[src/rtl/iram_arbiter_if.sv]
// Requester-side bus for the internal work RAM arbiter: command, accept
// strobe and tagged read return for one requester (CPU or DMA).
interface iram_arbiter_if #(
  parameter int ADDR_W = 13,
  parameter int DATA_W = 8
);
  logic              req;
  logic              we;
  logic [ADDR_W-1:0] addr;
  logic [DATA_W-1:0] wdata;
  logic              ack;
  logic [DATA_W-1:0] rdata;
  logic              rvalid;

  modport master (output req, we, addr, wdata, input ack, rdata, rvalid);
  modport slave  (input req, we, addr, wdata, output ack, rdata, rvalid);
endinterface

[src/rtl/iram_arbiter.sv]
// Shares the single-port internal work RAM between CPU and DMA requesters.
// Define IRAM_ARB_ROUND_ROBIN_EN for round-robin tie-break; default is DMA-over-CPU.
//
// owner state | meaning
// OWN_NONE    | no access issued to the RAM this cycle
// OWN_CPU     | CPU command on the RAM pins this cycle
// OWN_DMA     | DMA command on the RAM pins this cycle
module iram_arbiter #(
  parameter int ADDR_W = 13,
  parameter int DATA_W = 8
) (
  input  logic              clock,
  input  logic              reset_n,
  iram_arbiter_if.slave     cpu,
  iram_arbiter_if.slave     dma,
  output logic [ADDR_W-1:0] ram_address,
  output logic [DATA_W-1:0] ram_data,
  output logic              ram_wren,
  input  logic [DATA_W-1:0] ram_q
);

  typedef enum logic [1:0] {OWN_NONE, OWN_CPU, OWN_DMA} owner_t;

  owner_t            owner_q, owner_d;
  logic              cpu_ack_q, dma_ack_q;
  logic              cpu_rvalid_q, dma_rvalid_q;
  logic [DATA_W-1:0] cpu_rdata_q, dma_rdata_q;
  logic              cpu_elig, dma_elig;
  logic              grant_cpu, grant_dma;

`ifdef IRAM_ARB_ROUND_ROBIN_EN
  logic              last_dma_q;
`endif

  always_ff @(posedge clock or negedge reset_n) begin
    if (!reset_n) begin
      owner_q <= OWN_NONE;
    end else begin
      owner_q <= owner_d;
    end
  end

  // A requester is ineligible in its own ack cycle so the held command is not issued twice.
  always_comb begin
    cpu_elig  = cpu.req & ~cpu_ack_q;
    dma_elig  = dma.req & ~dma_ack_q;
`ifdef IRAM_ARB_ROUND_ROBIN_EN
    grant_dma = dma_elig & (~cpu_elig | ~last_dma_q);
`else
    grant_dma = dma_elig;
`endif
    grant_cpu = cpu_elig & ~grant_dma;
    owner_d   = OWN_NONE;
    if (grant_dma) begin
      owner_d = OWN_DMA;
    end else if (grant_cpu) begin
      owner_d = OWN_CPU;
    end
  end

  always_ff @(posedge clock or negedge reset_n) begin
    if (!reset_n) begin
      ram_address  <= '0;
      ram_data     <= '0;
      ram_wren     <= 1'b0;
      cpu_ack_q    <= 1'b0;
      dma_ack_q    <= 1'b0;
      cpu_rvalid_q <= 1'b0;
      dma_rvalid_q <= 1'b0;
      cpu_rdata_q  <= '0;
      dma_rdata_q  <= '0;
    end else begin
      cpu_ack_q <= grant_cpu;
      dma_ack_q <= grant_dma;
      ram_wren  <= 1'b0;
      if (grant_dma) begin
        ram_address <= dma.addr;
        ram_data    <= dma.wdata;
        ram_wren    <= dma.we;
      end else if (grant_cpu) begin
        ram_address <= cpu.addr;
        ram_data    <= cpu.wdata;
        ram_wren    <= cpu.we;
      end
      // Read issued last cycle returns on ram_q this cycle.
      cpu_rvalid_q <= (owner_q == OWN_CPU) && !ram_wren;
      dma_rvalid_q <= (owner_q == OWN_DMA) && !ram_wren;
      if (cpu_rvalid_q) cpu_rdata_q <= ram_q;
      if (dma_rvalid_q) dma_rdata_q <= ram_q;
    end
  end

`ifdef IRAM_ARB_ROUND_ROBIN_EN
  always_ff @(posedge clock or negedge reset_n) begin
    if (!reset_n) begin
      last_dma_q <= 1'b0;
    end else if (grant_cpu || grant_dma) begin
      last_dma_q <= grant_dma;
    end
  end
`endif

  assign cpu.ack    = cpu_ack_q;
  assign dma.ack    = dma_ack_q;
  assign cpu.rvalid = cpu_rvalid_q;
  assign dma.rvalid = dma_rvalid_q;
  // Pass ram_q straight through on the return cycle, then hold it.
  assign cpu.rdata  = cpu_rvalid_q ? ram_q : cpu_rdata_q;
  assign dma.rdata  = dma_rvalid_q ? ram_q : dma_rdata_q;

endmodule

[src/flat_wrapper.sv]
// flat-port wrapper written by rule: the top's interface ports become plain ports
module iram_arbiter_flat 
#(
  parameter int ADDR_W = 13,
  parameter int DATA_W = 8
)
  (clock, reset_n, ram_address, ram_data, ram_wren, ram_q, cpu_req, cpu_we, cpu_addr, cpu_wdata, cpu_ack, cpu_rdata, cpu_rvalid, dma_req, dma_we, dma_addr, dma_wdata, dma_ack, dma_rdata, dma_rvalid);
  iram_arbiter_if #(.ADDR_W(ADDR_W), .DATA_W(DATA_W)) cpu_i ();
  iram_arbiter_if #(.ADDR_W(ADDR_W), .DATA_W(DATA_W)) dma_i ();
  input  logic clock;
  input  logic reset_n;
  output logic [ADDR_W-1:0] ram_address;
  output logic [DATA_W-1:0] ram_data;
  output logic ram_wren;
  input  logic [DATA_W-1:0] ram_q;
  input wire logic [$bits(cpu_i.req)-1:0] cpu_req;
  input wire logic [$bits(cpu_i.we)-1:0] cpu_we;
  input wire logic [$bits(cpu_i.addr)-1:0] cpu_addr;
  input wire logic [$bits(cpu_i.wdata)-1:0] cpu_wdata;
  output wire logic [$bits(cpu_i.ack)-1:0] cpu_ack;
  output wire logic [$bits(cpu_i.rdata)-1:0] cpu_rdata;
  output wire logic [$bits(cpu_i.rvalid)-1:0] cpu_rvalid;
  input wire logic [$bits(dma_i.req)-1:0] dma_req;
  input wire logic [$bits(dma_i.we)-1:0] dma_we;
  input wire logic [$bits(dma_i.addr)-1:0] dma_addr;
  input wire logic [$bits(dma_i.wdata)-1:0] dma_wdata;
  output wire logic [$bits(dma_i.ack)-1:0] dma_ack;
  output wire logic [$bits(dma_i.rdata)-1:0] dma_rdata;
  output wire logic [$bits(dma_i.rvalid)-1:0] dma_rvalid;
  assign cpu_i.req = cpu_req;
  assign cpu_i.we = cpu_we;
  assign cpu_i.addr = cpu_addr;
  assign cpu_i.wdata = cpu_wdata;
  assign cpu_ack = cpu_i.ack;
  assign cpu_rdata = cpu_i.rdata;
  assign cpu_rvalid = cpu_i.rvalid;
  assign dma_i.req = dma_req;
  assign dma_i.we = dma_we;
  assign dma_i.addr = dma_addr;
  assign dma_i.wdata = dma_wdata;
  assign dma_ack = dma_i.ack;
  assign dma_rdata = dma_i.rdata;
  assign dma_rvalid = dma_i.rvalid;
  iram_arbiter #(.ADDR_W(ADDR_W), .DATA_W(DATA_W)) u_core (.clock(clock), .reset_n(reset_n), .cpu(cpu_i), .dma(dma_i), .ram_address(ram_address), .ram_data(ram_data), .ram_wren(ram_wren), .ram_q(ram_q));
endmodule
[config.mk]
export PLATFORM = sky130hd
export DESIGN_NAME = iram_arbiter_flat
export DESIGN_NICKNAME = d
export VERILOG_FILES = /design/src/rtl/iram_arbiter_if.sv /design/src/rtl/iram_arbiter.sv /design/src/flat_wrapper.sv
export SDC_FILE = /design/constraint.sdc
export NUM_CORES = 1
export LEC_CHECK = 0
export CAP_MARGIN = 30
export CORE_UTILIZATION = 43
export CTS_CLUSTER_SIZE = 8
export DETAILED_ROUTE_END_ITERATION = 6
export PLACE_DENSITY = 0.85
export SLEW_MARGIN = 20
export SYNTH_ARGS = -nofsm -noshare
export SYNTH_HDL_FRONTEND = slang
export SYNTH_SLANG_ARGS = --single-unit
[constraint.sdc]
create_clock -name clock -period 3.25 [get_ports clock]
set_clock_uncertainty 0.1 [all_clocks]
set_input_delay 0.65 -clock clock [delete_from_list [all_inputs] [get_ports clock]]
set_output_delay 0.65 -clock clock [all_outputs]
set_load 0.02 [all_outputs]
### After elaboration in Yosys (flattened, before gate mapping)

Cells that the tools add are included.

| word-level totals | value |
|---|---|
| output and inout port bits | 42 |
| input bits | 56 |
| logic and storage cells | 32 |
| bits in registers | 44 |

| operators by class | value |
|---|---|
| bitwise logic cells | 6 |
| mux-type cells | 10 |
| eq/ne operators | 2 |
| reduce and logical (&&, ||, !) cells | 4 |

Operators by type and width:

| cell | count |
|---|---|
| $mux W8 | 4 |
| $mux W13 | 2 |
| $and A1 B1 Y1 | 3 |
| $mux W1 | 3 |
| $not A1 Y1 | 3 |
| $eq A2 B1 Y1 const B | 1 |
| $eq A2 B2 Y1 const B | 1 |
| $logic_and A1 B1 Y1 | 2 |
| $mux W2 | 1 |
| $reduce_bool A2 Y1 | 1 |
| $logic_not A1 Y1 | 1 |

### Longest topological paths before layout

| logic depth | value |
|---|---|
| depth after elaboration | 6 |
| mapped depth | 5 |

### Least setup slack after synthesis

Ideal clock, no wire load.

| timing | value |
|---|---|
| path type | reg2out |
| from | register u_core.cpu_rvalid_q, in the netlist u_core.cpu.rvalid |
| to | output port cpu_rdata[0] |
| arrival time | 1.167 ns |
| setup slack | 1.333 ns |
| stages on the path, launching flop included | 3 |
| path through | dfrtp_1 clkbuf_1 mux2_2 |

| on the way | value |
|---|---|
| longest elaborated chain between the ends | 1 |

Ends and longest elaborated chain:

| element | line | RTL |
|---|---|---|
| start, declared | iram_arbiter.sv:26 | `logic cpu_rvalid_q, dma_rvalid_q;` |
| start signal, assigned | iram_arbiter.sv:86 | `cpu_rvalid_q <= (owner_q == OWN_CPU) && !ram_wren;` |
| $mux W8 | iram_arbiter.sv:108 | `assign cpu.rdata = cpu_rvalid_q ? ram_q : cpu_rdata_q;` |
| end, declared | flat_wrapper.sv:21 | `output wire logic [$bits(cpu_i.rdata)-1:0] cpu_rdata;` |

Every way passes these cells.

### Worst setup path in the final report

| timing | value |
|---|---|
| from | input port ram_q[5] |
| to | output port cpu_rdata[5] |

| on the way | value |
|---|---|
| longest elaborated chain between the ends | 1 |

Ends and longest elaborated chain:

| element | line | RTL |
|---|---|---|
| start, declared | flat_wrapper.sv:15 | `input logic [DATA_W-1:0] ram_q;` |
| $mux W8 | iram_arbiter.sv:108 |  |

Every way passes these cells.

==> results.md <==
| Group | Parameter | Value |
| --- | --- | --- |
| status | Result of the run | finished, final reports clean |
| placed design | Final Wtd Congestion | 0.736 |
| detailed routing | Detail Route Antenna Nets | 0 |
| grt | Met3 Resource Use GR | 4.36% |
| grt | Number of antenna violations at the first check in global routing | 0 |
| floorplanning | I/O pins | 98 |
| worst setup path | Setup crit end kind | output port |
| power | Relative contribution of combinational cells to total power | 38.4% |
| power | Clock power frac | 20.8% |
| worst setup path | Cells on worst reg2reg path | 4 |
| grt | Met1 routing resource usage after global routing | 22.3% |
| detailed routing | Routed wire length | 4.23 mm |
| timing | Relative slew slack | 71.0% |
| worst setup path | Critical path type | input port to output port |
| cells and area | Layout cell share with drive strength beyond 1 | 32.4% |
| power | Internal power contribution | 1.16 mW |
| timing | Total count of hold-check failures in the final report | 0 |
| timing | RSZ-0062 raised after global routing | false |
| floorplanning | Floorplan row count | 24 |
| placed design | Number of buffers inserted by port buffering | 97 |
| worst setup path | Required time reported for the critical path endpoint | 2.50 ns |
| clocking | Resized Gates After CTS | 0 |
| floorplanning | DIE HEIGHT | 69.3 microns |
| floorplanning | Die outline area | 4800 sq um |
| power | Overall power consumption | 1.64 mW |
| clocking | TritonCTS sink count | 42 |
| synth | Total of flip-flops plus latches after synthesis | 42 |
| clocking | Cell at the root of the clock tree | clkbuf_8 |
| synth | Synth Instances | 114 |
| clocking | CTS Buffer Depth | 2 |
| worst setup path | Data arrival time of the critical path | 1.92 ns |
| cells and area | Net count reported at finish | 271 |
| synth | Library cell with the largest summed area after synthesis | dfrtp_1 |
| synth | Number of distinct standard cells referenced by the synthesized netlist | 14 |
| grt | Largest net degree at the start of global routing | 43 |
| synth | Mean cell area of the mapped netlist | 17.1 sq um |
| clocking | Clock-pin slew of the registers on the worst-case setup and hold paths | 0.08 ns |
| detailed routing | Detailed-route wire length per cell | 15.8 microns |
| cells and area | Antenna cells | 0 |
| cells and area | Layout-stage area growth over the synthesis result | 57.3% |
| timing | Actual slew at the worst max-slew pin | 0.434 ns |
| synth | Summed instance area of the synthesized netlist | 1950 sq um |
| worst setup path | Setup slack of the most critical reg-to-reg path | 1.49 ns |
| min path | Class of the tightest hold or removal check | input port to asynchronous set/reset pin |
| worst setup path | Worst Path Max Fanout | 2 |
| clocking | CTS tree | done |
| detailed routing | Via count | 1291 |
| worst setup path | Type of origin of the critical path | input port |
| floorplanning | Die width | 69.3 microns |
| clocking | Htree depth | 2 |
| detailed routing | DRT iter0 DRCs | 82 |
| grt | Wire length of the first global-routing pass | 7.03 mm |
| floorplanning | Area inside the core boundary | 4350 sq um |
| grt | Overflow left after global routing | 0 |
| timing | Setup slack after layout | 0.581 ns |
| grt | Gr busiest metal | met2 |
| power | Switching pwr | 479 uW |
| timing | Achievable clock frequency | 375 MHz |
| detailed routing | Detailed-route vias per instance | 4.82 |
| floorplanning | Initial Util | 44.7% |
| placed design | Worst setup timing slack at the placement stage | 0.585 ns |
| clocking | Setup bufs post-CTS | 0 |
| detailed routing | Router iterations before antenna repair | 3 |
| power | Leakage dissipation | 1.37 nW |
| synth | Sequential share of the synthesized area | 54.0% |
| timing | Final critical-path required period | 2.67 ns |
| power | Pwr/cell area | 536 nW/um^2 |
| flow run | Number of max-cap violations | 0 |
| synth | Synth Net Count | 170 |
| synth | Fraction of synthesized cell area taken by the top area cell type | 54.0% |
| clocking | Clock network latency to the later pin of the worst-skew pair | 0.29 ns |
| grt | All-layer global routing usage | 18.8% |
| worst setup path | Reg2reg start | u_core.dma.ack |
| timing | Count of pins over their slew limit | 0 |
| detailed routing | Remaining design rule violation count | 0 |
| placed design | Detailed Place HPWL | 3.21 mm |
| timing | Final worst-path cycle share | 82.1% |
| cells and area | Utilization after layout | 70.3% |
| synth | Biggest area contributors in the synthesized netlist | dfrtp_1, mux2_4, mux2_2 |
| clocking | CTS Buf Count | 5 |
| grt | Vias in the first global route | 1428 |
| timing | Final-layout setup total negative slack | 0 ns |
| power | Part of the total power dissipated in sequential elements | 40.8% |
| clocking | Hold buffer count at cts | 0 |
| timing | Number of failing setup endpoints in the final timing report | 0 |
| power | Switching share of power | 29.2% |
| timing | Worst hold margin | 0.0946 ns |
| synth | Number of warning messages in the yosys log | 0 |
| worst setup path | Endpoint of the lowest-slack register-to-register path | u_core.ram_data[1] |
| power | Maximum ir drop on the vdd rail | 0.000259 V |
| grt | Met2 routing resource usage after global routing | 31.9% |
==> worst max-delay path, cell delays in order <==
cell and delay, ns:
clkdlybuf4s50_1 0.44, mux2_2 0.29, clkdlybuf4s50_1 0.54
==> cell type report <==
cell class	count	area [sq um]
tap	52	65.1
clock buffer	6	82.6
clock inverter	2	12.5
sequential	42	1050
fill	300	1290
inverter	1	3.75
multi-input combinational	65	847
timing repair buffer	100	1000
==> power by group through the flow <==
stage	registers (mW)	clock network [mW]	logic, mW
floorplan	0.723	0	0.279
global placement	0.673	0	0.619
detailed placement	0.680	0	0.632
CTS	0.670	0.354	0.634
global route	0.680	0.376	0.663
finish	0.670	0.342	0.630
==> synthesized netlist by cell type (all sizes together) <==
master,n
mux2,58
dfrtp,42
buf,4
clkbuf,2
nand2b,2
nor3b,2
a22o,1
inv,1
nand2,1
nor2,1
==> cell usage in the layout (no fill, tap or decap), types with 2 or more instances in the layout <==
cell             count
dfrtp_1             42
clkdlybuf4s50_1     96
mux2_4              38
buf_4                2
clkbuf_8             6
nor3b_1              2
mux2_2              19
==> state kept, by name, summed over array words and instances, names as in the netlist <==
register	count
u_core.dma_rdata_q	8
u_core.cpu.rvalid	1
u_core.dma.rvalid	1
u_core.ram_wren	1
u_core.ram_data	8
u_core.dma.ack	1
u_core.ram_address	13
u_core.owner_q	1
u_core.cpu_rdata_q	8
==> routing by layer <==
layer	share of wire, %	wire, microns	vias up
li1	-	-	602
met1	41	1730	626
met2	52	2190	58
met3	5.5	234	5
met4	1.8	75	0
met5	0	0	-
==> metrics by stage <==
step	instance area [sq um]	instances
3_3_place_gp	2950	259
6_report	3060	268
5_1_grt	3060	268
4_1_cts	3040	267
2_1_floorplan	1950	114
3_5_place_dp	2950	259
==> how the worst max path moves through the flow <==
stage,slack [ns],cells past startpoint,endpoint,start
final,0.58,3,cpu_rdata[5],ram_q[5]
after global routing,0.56,3,dma_rdata[4],ram_q[4]
after CTS,0.58,3,dma_rdata[6],ram_q[6]
after detailed placement,0.58,3,dma_rdata[6],ram_q[6]
after global placement,0.60,3,cpu_rdata[4],ram_q[4]
after floorplan,1.33,2,cpu_rdata[0],u_core.cpu.rvalid
==> cell families after synthesis <==
logic type | Yosys count | share of synthesized area (%)
buffers and inverters | 7 | 2.51
muxes | 58 | 40.9
DFF | 42 | 54.0
and+or+nand+nor | 6 | 2.18
AOI/OAI and AO/OA | 1 | 0.450
Power figures use the tool's default switching activity.
==> patch 1 (same flow settings) <==
The 3 values of `owner_t` get a one-hot encoding in 3 bits.
--- a/src/rtl/iram_arbiter.sv
+++ b/src/rtl/iram_arbiter.sv
@@ -19,7 +19,7 @@
   input  logic [DATA_W-1:0] ram_q
 );
 
-  typedef enum logic [1:0] {OWN_NONE, OWN_CPU, OWN_DMA} owner_t;
+  typedef enum logic [2:0] {OWN_NONE = 3'b001, OWN_CPU = 3'b010, OWN_DMA = 3'b100} owner_t;
 
   owner_t            owner_q, owner_d;
   logic              cpu_ack_q, dma_ack_q;
Behaviour: no difference found for any inputs over 10 cycles, from zero or initial values and one cycle with reset_n low; not proved beyond that.
==> patch 1 against the unedited design <==
- power rose by 10%
- synthesized cell count rose by 1.8%
- utilization rose by 0.95 points
- clock power rose by 24%
- sequential cell count rose by 1
- register-to-register slack improved by 0.02 ns
- final cell count rose by 0.75%
- wire length rose by 3.0%
- synthesized area rose by 1.7%
- final area rose by 2.0%
- critical path type unchanged
- sequential power rose by 4.3%
- worst setup slack got worse by 0.0021 ns
==> patch 1: results (changes against the unedited design) <==
[yosys]
synth_nets=172  ; +1.2%
synthTopCellsByArea=dfrtp_1, mux2_4, mux2_2, dfstp_2, buf_6
ys_top_cells_by_count=dfrtp_1, mux2_4, mux2_2
synth-async-reset-ratio=1.00  ; unchanged
synth-edff-count=0  ; unchanged
synth_warnings=0  ; unchanged
yosysSeqAreaShare=0.544  ; +0.00440
syn_avg_cell_area_sq_um=17.1  ; about the same

[route]
drt-pass1-iter-count=4  ; +1
drtIter0Drc=27  ; -67%
vias=1352  ; +4.7%
wl_mm=4.36  ; +3.0%
wl_per_cell_microns=16.1  ; +2.2%

[hold_path]
hold_path.class=in2async

[placement]
place_hpwl_mm=3.35  ; +4.2%
place_area_sq_mm=0.00298  ; +1.1%
gp_congestion=0.746  ; +1.3%
placed_cells=261  ; +0.77%
place_ws_ns=0.565  ; -0.0200 ns

[layout]
largest_reg_flops=13  ; unchanged
fin_nets=273  ; +0.74%
drive_above_1_share=0.330  ; +0.00620
fillCellCount=304  ; +1.3%
top_register=u_core.ram_address
seq_area_sq_mm=0.00108  ; +2.5%
diodes=0  ; unchanged

[critical_path]
cp_slowest_cell=clkdlybuf4s50_1
critPathMaxStageDelay_ns=0.55
crit_arrival_ns=1.92  ; about the same
path_max_fanout=2  ; unchanged
r2r_slack_ns=1.51  ; +0.02 ns

[cts]
h-tree-depth=2  ; unchanged
postCtsSetupBuffers=0  ; unchanged
clockRootBuffer=clkbuf_8
numCtsBuffers=5  ; unchanged
clkTransAtPathRegs_ns=0.08  ; about the same
clock_latency_ns=0.28

[grt]
grt_pass1_wl_mm=7.18  ; +2.1%
grt_pass1_vias=1450  ; +1.5%
grt_antenna_before_repair=0  ; unchanged
grt_max_degree=44  ; +2.3%
grt_usage=0.193  ; +0.00509

[timing]
whs_ns=0.216  ; +0.121 ns
slew_headroom=0.670  ; -0.0398
fmax_mhz=374  ; about the same

[pwr]
leakagePower_nw=1.41  ; +2.5%
switching_share=0.284  ; -0.00746
ir_drop_v=0.000339  ; +31%

[status]
status=finished, final reports clean

==> patch 1: changes by cell type after synthesis, sizes merged <==
cell | before | now
inv | 1 | 2
nor3b | 2 | 0
nor4b | 0 | 2
dfstp | 0 | 1
==> patch 1: power by group through the flow <==
stage	clock [mW]	combinational [mW]	sequential [mW]
floorplan	0	0.308	0.750
global placement	0	0.669	0.701
detailed placement	0	0.688	0.711
CTS	0.434	0.689	0.702
global route	0.460	0.722	0.712
finish	0.423	0.685	0.699
==> patch 1: kinds of logic after synthesis <==
logic type,share of synthesized area
AO/OA/AOI/OAI,0.00443
flip-flops,0.544
AND/OR/NAND/NOR,0.0228
buffers and inverters,0.0265
multiplexers,0.402
==> patch 1: worst paths after layout <==
kind | end | cells past startpoint | startpoint
max | cpu_rdata[0] | 3 | ram_q[0]
min | u_core.ram_address[0] | 1 | reset_n
max reg2reg | u_core.ram_data[3] | 4 | u_core.dma.ack
min reg2reg | u_core.cpu.rvalid | 1 | u_core.ram_wren
max in group asynchronous | u_core.owner_q[0] | 2 | reset_n
min in group clock | u_core.cpu.rvalid | 1 | u_core.ram_wren
==> patch 1: layer usage <==
metal	routed length (microns)	GRT usage	vias to the layer above
li1	-	-	611
met1	1660	0.208	667
met2	2280	0.344	66
met3	344	0.0770	8
met4	66	0.0622	0
met5	0	0	-
==> patch 1: final cells by class <==
cell class,instances,area share
Clock buffer,6,0.0264
Clock inverter,2,0.0112
Inverter,2,0.00240
Multi-Input combinational cell,65,0.272
Sequential cell,43,0.345
Tap cell,52,0.0208
Timing Repair Buffer,100,0.323
==> patch 1: critical path, delay by kind of cell <==
family / cells / cell delay [ns]
buffers and inverters: 2 / 0.98
muxes: 1 / 0.29
==> patch 2 (same settings) <==
Made on the original files. `ADDR_W` is set to 13 in 3 places; all go to 14.
--- a/src/rtl/iram_arbiter_if.sv
+++ b/src/rtl/iram_arbiter_if.sv
@@ -1,7 +1,7 @@
 // Requester-side bus for the internal work RAM arbiter: command, accept
 // strobe and tagged read return for one requester (CPU or DMA).
 interface iram_arbiter_if #(
-  parameter int ADDR_W = 13,
+  parameter int ADDR_W = 14,
   parameter int DATA_W = 8
 );
   logic              req;
--- a/src/rtl/iram_arbiter.sv
+++ b/src/rtl/iram_arbiter.sv
@@ -6,7 +6,7 @@
 // OWN_CPU     | CPU command on the RAM pins this cycle
 // OWN_DMA     | DMA command on the RAM pins this cycle
 module iram_arbiter #(
-  parameter int ADDR_W = 13,
+  parameter int ADDR_W = 14,
   parameter int DATA_W = 8
 ) (
   input  logic              clock,
--- a/src/flat_wrapper.sv
+++ b/src/flat_wrapper.sv
@@ -1,7 +1,7 @@
 // flat-port wrapper written by rule: the top's interface ports become plain ports
 module iram_arbiter_flat 
 #(
-  parameter int ADDR_W = 13,
+  parameter int ADDR_W = 14,
   parameter int DATA_W = 8
 )
   (clock, reset_n, ram_address, ram_data, ram_wren, ram_q, cpu_req, cpu_we, cpu_addr, cpu_wdata, cpu_ack, cpu_rdata, cpu_rvalid, dma_req, dma_we, dma_addr, dma_wdata, dma_ack, dma_rdata, dma_rvalid);
Ports: changed (resized cpu_addr, dma_addr and ram_address); port bits go from 98 to 101. The function was not compared with the original's and may differ.
==> patch 2 against the unedited design <==
- synthesized area grew 3.9%
- worst setup slack gained 0.0068 ns
- final area grew 2.7%
- power grew 1.7%
- hold slack gained 0.020 ns
- sequential cell count grew 1
- final cell count grew 1.9%
- wire length grew 3.4%
- the flow now finishes with violations (DRC)
- largest cell class unchanged
- first-iteration DRC count shrank 2.4%
- non-clock buffer count grew 3
- global-route usage grew 0.42 points
- sequential share of layout area shrank 0.11 points
- combinational power grew 3%
==> patch 2: results (changes against the unedited design) <==
[status]
status=finished with violations
violations=DRC

[route]
drc=16  ; +16
wl_per_cell_microns=16.0  ; +1.5%
via_per_inst=4.89  ; +1.6%
drt-pass1-iter-count=6  ; +3
drtIter0Drc=80  ; -2.4%
wl_mm=4.37  ; +3.4%

[placement]
placed_cells=265  ; +2.3%
place_ws_ns=0.597  ; +0.0125 ns
place_area_sq_mm=0.00304  ; +3.1%
portBuffers=100  ; +3.1%
place_hpwl_mm=3.31  ; +3.0%
gp_congestion=0.663  ; -10%

[pwr]
leakagePower_nw=1.41  ; +2.6%
ir_drop_v=0.000245  ; -5.5%

[cts]
cts_buffer_depth=2  ; unchanged
postCtsSetupBuffers=0  ; unchanged
ctsResizeCount=0  ; unchanged
clock_latency_ns=0.29  ; about the same
clkTransAtPathRegs_ns=0.08  ; about the same
clockRootBuffer=clkbuf_8
h-tree-depth=2  ; unchanged
numCtsBuffers=5  ; unchanged

[yosys]
ys_types=14  ; unchanged
ys_top_cells_by_count=dfrtp_1, mux2_4, mux2_2
yosysTopAreaCellShare=0.532  ; -0.00800
synthTopCellsByArea=dfrtp_1, mux2_4, mux2_2, buf_12, buf_4
yosysSeqAreaShare=0.532  ; -0.00800
syn_avg_cell_area_sq_um=17.1  ; +0.40%
synth_warnings=0  ; unchanged
synth_nets=176  ; +3.5%
synth-async-reset-ratio=1.00  ; unchanged

[layout]
diodes=0  ; unchanged
fin_nets=279  ; +3.0%
drive_above_1_share=0.326  ; +0.00172
fillCellCount=321  ; +7.0%
largest_reg_flops=14  ; +1

[grt]
grt_usage=0.192  ; +0.00424
grt_pass1_wl_mm=7.13  ; +1.5%
grt_pass1_vias=1469  ; +2.9%
grt_max_degree=44  ; +2.3%
grt_antenna_before_repair=0  ; unchanged

[hold_path]
hold_path.class=in2async

[critical_path]
crit_start=ram_q[4]
path_max_fanout=2  ; unchanged
reg2reg_from=u_core.dma.ack

[timing]
tightest_slew_ns=0.453  ; +0.0190 ns

-- patch 2: cells by family after synthesis --
group | count (synthesis) | share of synthesized area
and+or+nand+nor | 6 | 0.0210
AOI/OAI and AO/OA | 1 | 0.00433
DFF | 43 | 0.532
muxes | 60 | 0.404
buffers and inverters | 8 | 0.0383
-- patch 2: worst max-delay path, cell delays in order --
cell and delay (ns):
clkdlybuf4s50_1 0.42, mux2_2 0.29, clkdlybuf4s50_1 0.56
-- patch 2: per-layer routing --
layer | wire length [microns] | GRT usage | up-vias
met5 | 0 | 0 | -
li1 | - | - | 619
met4 | 78 | 0.0800 | 0
met2 | 2290 | 0.323 | 59
met1 | 1670 | 0.231 | 652
met3 | 344 | 0.0613 | 6
-- patch 2: final timing paths --
path	endpoint	slack, ns
max	dma_rdata[4]	0.59
min	u_core.ram_address[1]	0.11
max reg2reg	u_core.ram_data[3]	1.44
min reg2reg	u_core.dma.rvalid	0.36
max in group asynchronous	u_core.ram_address[5]	2.50
min in group clock	u_core.dma.rvalid	0.36
-- patch 2: area by class of cell --
type | instances | area, sq um | share of cell area
tap | 52 | 65.1 | 0.0207
timing repair buffer | 103 | 1040 | 0.332
inverter | 1 | 3.75 | 0.00119
clock buffer | 6 | 82.6 | 0.0263
clock inverter | 1 | 5.00 | 0.00159
multi-input combinational | 67 | 870 | 0.276
sequential | 43 | 1080 | 0.342
-- patch 2: where the power goes --
part           switching, mW  internal [mW]
Sequential            0.0473          0.636
Combinational          0.269          0.381
Clock                  0.169          0.167
-- patch 2: through the flow --
step / power [mW] / hold slack [ns]
floorplan: 1.03 / 0.254
global placement: 1.33 / 0.349
detailed placement: 1.35 / 0.357
CTS: 1.69 / 0.365
global route: 1.75 / 0.118
finish: 1.67 / 0.115
